--- src/rtl/alu_seq_pkg.sv ---
// Shared types for the ALU sequencer: opcode encodings and FSM states.
package alu_seq_pkg;

    typedef enum logic [2:0] {
        OP_ADD = 3'd0,
        OP_SUB = 3'd1,
        OP_AND = 3'd2,
        OP_OR  = 3'd3,
        OP_XOR = 3'd4,
        OP_NOT = 3'd5,
        OP_SHL = 3'd6,
        OP_SHR = 3'd7
    } op_t;

    typedef enum logic [1:0] {
        IDLE = 2'd0,
        EXEC = 2'd1,
        DONE = 2'd2
    } state_t;

    // Shifts are the only iterative operations.
    function automatic logic is_shift(op_t o);
        return (o == OP_SHL) || (o == OP_SHR);
    endfunction

endpackage

--- src/rtl/prefix_adder_n.sv ---
// Parametrised Kogge-Stone prefix adder with carry-in and carry-out.
module prefix_adder_n #(
    parameter int W = 8
) (
    input  logic [W-1:0] a,
    input  logic [W-1:0] b,
    input  logic         cin,
    output logic [W-1:0] sum,
    output logic         cout
);

    localparam int L = $clog2(W);

    logic [W:0] carry;

    genvar gi, gj;
    generate
        // Level 0 holds bit generate/propagate; level s spans 2^s bits.
        for (gi = 0; gi <= L; gi++) begin : stg
            logic [W-1:0] g;
            logic [W-1:0] p;
            if (gi == 0) begin : leaf
                assign g = a & b;
                assign p = a ^ b;
            end else begin : merge
                for (gj = 0; gj < W; gj++) begin : bitn
                    if (gj >= (1 << (gi - 1))) begin : span
                        assign g[gj] = stg[gi-1].g[gj]
                                     | (stg[gi-1].p[gj] & stg[gi-1].g[gj - (1 << (gi - 1))]);
                        assign p[gj] = stg[gi-1].p[gj] & stg[gi-1].p[gj - (1 << (gi - 1))];
                    end else begin : pass
                        assign g[gj] = stg[gi-1].g[gj];
                        assign p[gj] = stg[gi-1].p[gj];
                    end
                end
            end
        end
    endgenerate

    // Final level groups cover bits 0..i, so cin folds in with one AND-OR.
    assign carry = {stg[L].g | (stg[L].p & {W{cin}}), cin};
    assign sum   = stg[0].p ^ carry[W-1:0];
    assign cout  = carry[W];

endmodule

--- src/rtl/alu_sequencer.sv ---
// Multi-cycle ALU with register file, iterative shifter and valid/ready handshakes.
module alu_sequencer
    import alu_seq_pkg::*;
#(
    parameter int W    = 8,
    parameter int NREG = 4,
    localparam int RW  = $clog2(NREG)
) (
    input  logic          clock,
    input  logic          reset,
    input  logic          in_valid,
    output logic          in_ready,
    input  logic [2:0]    op,
    input  logic [RW-1:0] rd,
    input  logic [RW-1:0] ra,
    input  logic [RW-1:0] rb,
    input  logic          imm_en,
    input  logic [W-1:0]  imm,
    output logic          out_valid,
    input  logic          out_ready,
    output logic [W-1:0]  out_data,
    output logic          out_carry,
    output logic          out_zero
);

    state_t        state, state_next;
    op_t           op_reg;
    logic [RW-1:0] rd_reg;
    logic [W-1:0]  a_reg, b_reg, cnt_reg;
    logic [W-1:0]  rf [NREG];

    logic          accept, done, wr_en;
    logic [W-1:0]  operand_b;
    logic [W-1:0]  res_data, sh_data;
    logic          res_carry, sh_bit;
    logic [W-1:0]  add_b, add_sum;
    logic          add_cin, add_cout;
    logic          cnt_zero, cnt_big;

    assign accept    = in_valid && in_ready;
    assign operand_b = imm_en ? imm : rf[rb];
    assign wr_en     = (state == EXEC) && done && (rd_reg != '0);

    // SUB is A + ~B + 1 through the same adder.
    assign add_b   = (op_reg == OP_SUB) ? ~b_reg : b_reg;
    assign add_cin = (op_reg == OP_SUB);

    prefix_adder_n #(.W(W)) u_adder (
        .a    (a_reg),
        .b    (add_b),
        .cin  (add_cin),
        .sum  (add_sum),
        .cout (add_cout)
    );

    // Shift counts of W or more flush everything out in a single cycle.
    assign cnt_zero = (cnt_reg == '0);
    assign cnt_big  = ({1'b0, cnt_reg} >= (W+1)'(W));

    // One-bit shift step and the bit it pushes out.
    always_comb begin
        if (op_reg == OP_SHL) begin
            sh_data = {a_reg[W-2:0], 1'b0};
            sh_bit  = a_reg[W-1];
        end else begin
            sh_data = {1'b0, a_reg[W-1:1]};
            sh_bit  = a_reg[0];
        end
    end

    // Result and completion for the current EXEC cycle.
    always_comb begin
        res_data  = '0;
        res_carry = 1'b0;
        done      = 1'b1;
        case (op_reg)
            OP_ADD, OP_SUB: begin
                res_data  = add_sum;
                res_carry = add_cout;
            end
            OP_AND: res_data = a_reg & b_reg;
            OP_OR:  res_data = a_reg | b_reg;
            OP_XOR: res_data = a_reg ^ b_reg;
            OP_NOT: res_data = ~a_reg;
            OP_SHL, OP_SHR: begin
                if (cnt_zero) begin
                    res_data = a_reg;
                end else if (!cnt_big) begin
                    res_data  = sh_data;
                    res_carry = sh_bit;
                    done      = (cnt_reg == W'(1));
                end
            end
            default: ;
        endcase
    end

    // State register.
    always_ff @(posedge clock or negedge reset) begin
        if (!reset) state <= IDLE;
        else        state <= state_next;
    end

    // Next-state logic; instructions are only looked at in IDLE.
    always_comb begin
        state_next = state;
        case (state)
            IDLE:    if (in_valid) state_next = EXEC;
            EXEC:    if (done) state_next = DONE;
            DONE:    if (out_ready) state_next = IDLE;
            default: state_next = IDLE;
        endcase
    end

    // Handshake outputs decoded from the state.
    always_comb begin
        in_ready  = (state == IDLE);
        out_valid = (state == DONE);
    end

    // Operand latch, shift iteration and result/flag capture.
    always_ff @(posedge clock or negedge reset) begin
        if (!reset) begin
            op_reg    <= OP_ADD;
            rd_reg    <= '0;
            a_reg     <= '0;
            b_reg     <= '0;
            cnt_reg   <= '0;
            out_data  <= '0;
            out_carry <= 1'b0;
            out_zero  <= 1'b0;
        end else if (accept) begin
            op_reg  <= op_t'(op);
            rd_reg  <= rd;
            a_reg   <= rf[ra];
            b_reg   <= operand_b;
            cnt_reg <= operand_b;
        end else if (state == EXEC) begin
            if (done) begin
                out_data  <= res_data;
                out_carry <= res_carry;
                out_zero  <= (res_data == '0);
            end else if (is_shift(op_reg)) begin
                a_reg   <= sh_data;
                cnt_reg <= cnt_reg - W'(1);
            end
        end
    end

    genvar gi;
    generate
        for (gi = 0; gi < NREG; gi++) begin : regs
            if (gi == 0) begin : zero
                assign rf[gi] = '0;
            end else begin : word
                logic [W-1:0] q;
                // Write-back on completion; reset clears the whole file.
                always_ff @(posedge clock or negedge reset) begin
                    if (!reset)                         q <= '0;
                    else if (wr_en && rd_reg == RW'(gi)) q <= res_data;
                end
                assign rf[gi] = q;
            end
        end
    endgenerate

endmodule

--- config.mk ---
export PLATFORM = sky130hd
export DESIGN_NAME = alu_sequencer
export DESIGN_NICKNAME = d
export VERILOG_FILES = /design/src/rtl/alu_seq_pkg.sv /design/src/rtl/prefix_adder_n.sv /design/src/rtl/alu_sequencer.sv
export SDC_FILE = /design/constraint.sdc
export NUM_CORES = 1
export LEC_CHECK = 0
export CELL_PAD_IN_SITES_DETAIL_PLACEMENT = 0
export CELL_PAD_IN_SITES_GLOBAL_PLACEMENT = 2
export CORE_ASPECT_RATIO = 1.2
export CORE_UTILIZATION = 36
export CTS_CLUSTER_SIZE = 20
export DETAILED_ROUTE_END_ITERATION = 8
export HOLD_SLACK_MARGIN = 0.06
export PLACE_DENSITY = 0.87
export SLEW_MARGIN = 20
export SYNTH_ARGS = -nofsm -noshare
export SYNTH_HDL_FRONTEND = slang
export SYNTH_SLANG_ARGS = --single-unit
--- constraint.sdc ---
create_clock -name clock -period 4.45 [get_ports clock]
set_clock_uncertainty 0.2 [all_clocks]
set_input_delay 1.335 -clock clock [delete_from_list [all_inputs] [get_ports clock]]
set_output_delay 1.335 -clock clock [all_outputs]
set_load 0.01 [all_outputs]
==> flow_metrics.tcl <==
set metrics [dict create \
    fin_crit_sh 0.8187 \
    synth_simple_gate_area_share 0.1846 \
    relSlewSlack 0.5210 \
    r2r_slack_ps 810 \
    synthTopCellsByArea "dfrtp_1 37%, ha_1 8.1%, o21ai_0 6.7%, nand2_1 5.8%, mux2_2 4.1%" \
    ys_ff_latch 65 \
    netlist.area_leader.share 0.3738 \
    cts_tree "yes" \
    cts_buffer_depth 2 \
    ys_types 58 \
    ir_worst_vdd_v 0.0003816 \
    synth_fa_ha_area_frac 0.08051 \
    layout-drive-gt1-share 0.1092 \
    maxClockFrequency_mhz 274.5 \
    die_area_sq_um 12530 \
    syn_avg_cell_area_sq_um 8.738 \
    die_h_microns 122.4 \
    holdPathEnd "out_data[1]" \
    hp-start "out_data[1]" \
    rsz0062_at_grt "false" \
    critPathRequiredTime_ps 4440 \
    fillers 1170 \
    synth_top_flop_cell "dfrtp_1" \
    crit_path_end_kind "register" \
    yosys_warnings 0 \
    placed_cell_area_sq_um 4842 \
    cts.repair.resized 0 \
    synth-compound-area-share 0.2156 \
    wl_per_cell_microns 17.39 \
    cp_max_fo 7 \
    drt_wl_total_mm 11.97 \
    critical_path.startpoint_type "register" \
    syn-num-nets 548 \
    top_usage_layer "met2" \
    design.core.area_sq_um 11670 \
    rr_endpoint "regs[3].word.q[5]" \
    drc_errors 0 \
    place.gp.congestion 0.8323 \
    hold_viol 0 \
    post_cts_buffers 0 \
    dpl.hpwl_mm 9.093 \
    syn_inst 498 \
    grt_pass1_wl_mm 19.51 \
    clk_latency_ps 330 \
    cts_root_buf "clkbuf_16" \
    cts-htree-levels 3 \
    grt_pass1_vias 3606 \
    largest_register "regs.word.q" \
    path_class "register to register" \
    routed-via-count 3649 \
    gr-usage-met1 0.2671 \
    min_path_type "register to register" \
    nNetsFinal 576 \
    synth_mux_area_frac 0.06671 \
    cts_buffers 9 \
    grt_use_met3 0.03132 \
    finalPower_mw 4.171 \
    outcome "finished, final reports clean" \
    synth_top_family_by_area "compound AO/OA/AOI/OAI gates" \
    fin_tns_setup_ps 0 \
    netlist_top_cells_count "67 x nand2_1, 65 x dfrtp_1, 58 x o21ai_0" \
    dieWidth_microns 102.4 \
    r2r-start "op_reg[1]" \
    grt_max_degree 50 \
    antenna_left 0 \
    pin_count 34 \
    initial_core_util 0.3727 \
    io_buffers 33 \
    worst_pin_slew_ps 716.7 \
    timing.final.crit_period_ps 3643 \
    met2_usage 0.3540 \
    ff2ff_path_depth 14 \
    regArea_sq_um 1627 \
    largest_register_ffs 24 \
    synth-edff-count 0 \
    cts_sinks 65 \
    antenna_found_initial 0 \
    synth.most_common_cell "nand2_1" \
    leakage_nw 2.243 \
    arrival_ps 3640 \
    num_rows 43 \
    maxSlewViolCount 0 \
    grt_overflow_total 0 \
    clk_pin_slew_ps 60 \
    vias_per_cell 5.304 \
    synth-xor-area-share 0.02415 \
    p_per_area_nw_per_um2 813.6 \
    multi_input_area_sq_um 2487 \
    drt-pass1-iter-count 4 \
    synthesis.area_sq_um 4352 \
    cap_violations 0 \
    setup_violations 0 \
    yosys.area.top_type "dfrtp_1" \
    cts_hold_buf 0 \
    fin_area_sq_um 5126 \
    async_flop_share 1.000 \
    areaGrowthSynthToFinish_pct 17.80 \
    dr.first_iter.drc_count 210 \
    yosysSeqAreaShare 0.3738 \
    holdPathStages 2 \
    n_antenna_cell 0 \
    grt_usage 0.2081 \
]
==> layer usage <==
layer	share of wire	vias to the layer above
li1	-	1834
met1	0.45	1740
met2	0.51	62
met3	0.032	13
met4	0.012	0
met5	0	-
==> logic make-up after synthesis <==
kind of cell / count (synthesis)
flops: 65
xor+xnor: 12
simple gates: 158
compound gates: 151
buf+inv: 57
fa+ha+maj: 28
mux: 27
==> worst max-delay path by stage <==
stage,cells past startpoint,to,start
2_1_floorplan,13,out_zero,op_reg[1]
4_1_cts,14,regs[3].word.q[5],op_reg[1]
6_report,14,regs[3].word.q[5],op_reg[1]
3_5_place_dp,8,cnt_reg[2],rb[1]
3_3_place_gp,7,cnt_reg[6],rb[1]
5_1_grt,14,regs[3].word.q[5],op_reg[1]
==> per-stage QoR <==
step	worst slack (ps)	std cells	util	hold WS, ps
2_1_floorplan	736.6	498	-	260.4
3_5_place_dp	792.9	672	0.4147	274.2
3_3_place_gp	837.0	672	0.4147	266.2
5_1_grt	646.8	688	0.4391	313.8
4_1_cts	805.9	688	0.4391	289.4
6_report	806.6	688	0.4391	283.2
==> critical path: stages, from the launching register on <==
cell and delay (ps):
dfrtp_1 370, nor2_1 110, buf_4 160, and2_1 170, buf_4 210, xnor2_1 90
ha_1 210, or3_1 390, o221ai_1 300, and2b_1 240, or3b_2 130, a21oi_1 50
a2111oi_0 530, buf_4 260, o21ai_0 90
==> where the power goes <==
group / internal (mW) / total (mW) / leakage, nW / switching, mW
Clock: 0.406 / 0.666 / 0.131 / 0.260
Sequential: 0.861 / 1.13 / 0.823 / 0.274
Combinational: 1.03 / 2.37 / 1.29 / 1.34
==> cell usage in the layout, fill, tap and decap left out, types with 5 or more instances in the layout <==
cell type	instances
a21oi_1	34
a221oi_1	8
a22oi_1	9
buf_4	14
clkbuf_16	9
clkdlybuf4s50_1	32
dfrtp_1	65
ha_1	28
inv_1	27
mux2_2	16
mux2i_1	11
nand2_1	67
nand3_1	5
nor2_1	27
nor2b_1	11
nor3_1	7
nor3b_1	7
o211ai_1	10
o21ai_0	58
xnor2_1	11
==> final cells by class <==
cell class,instances,area share
Clock buffer,12,0.05004
Clock inverter,4,0.005370
Inverter,27,0.01977
Multi-Input combinational cell,376,0.4852
Sequential cell,65,0.3173
Tap cell,157,0.03832
Timing Repair Buffer,47,0.08396
Note: power is estimated with default switching activity, not from simulation.
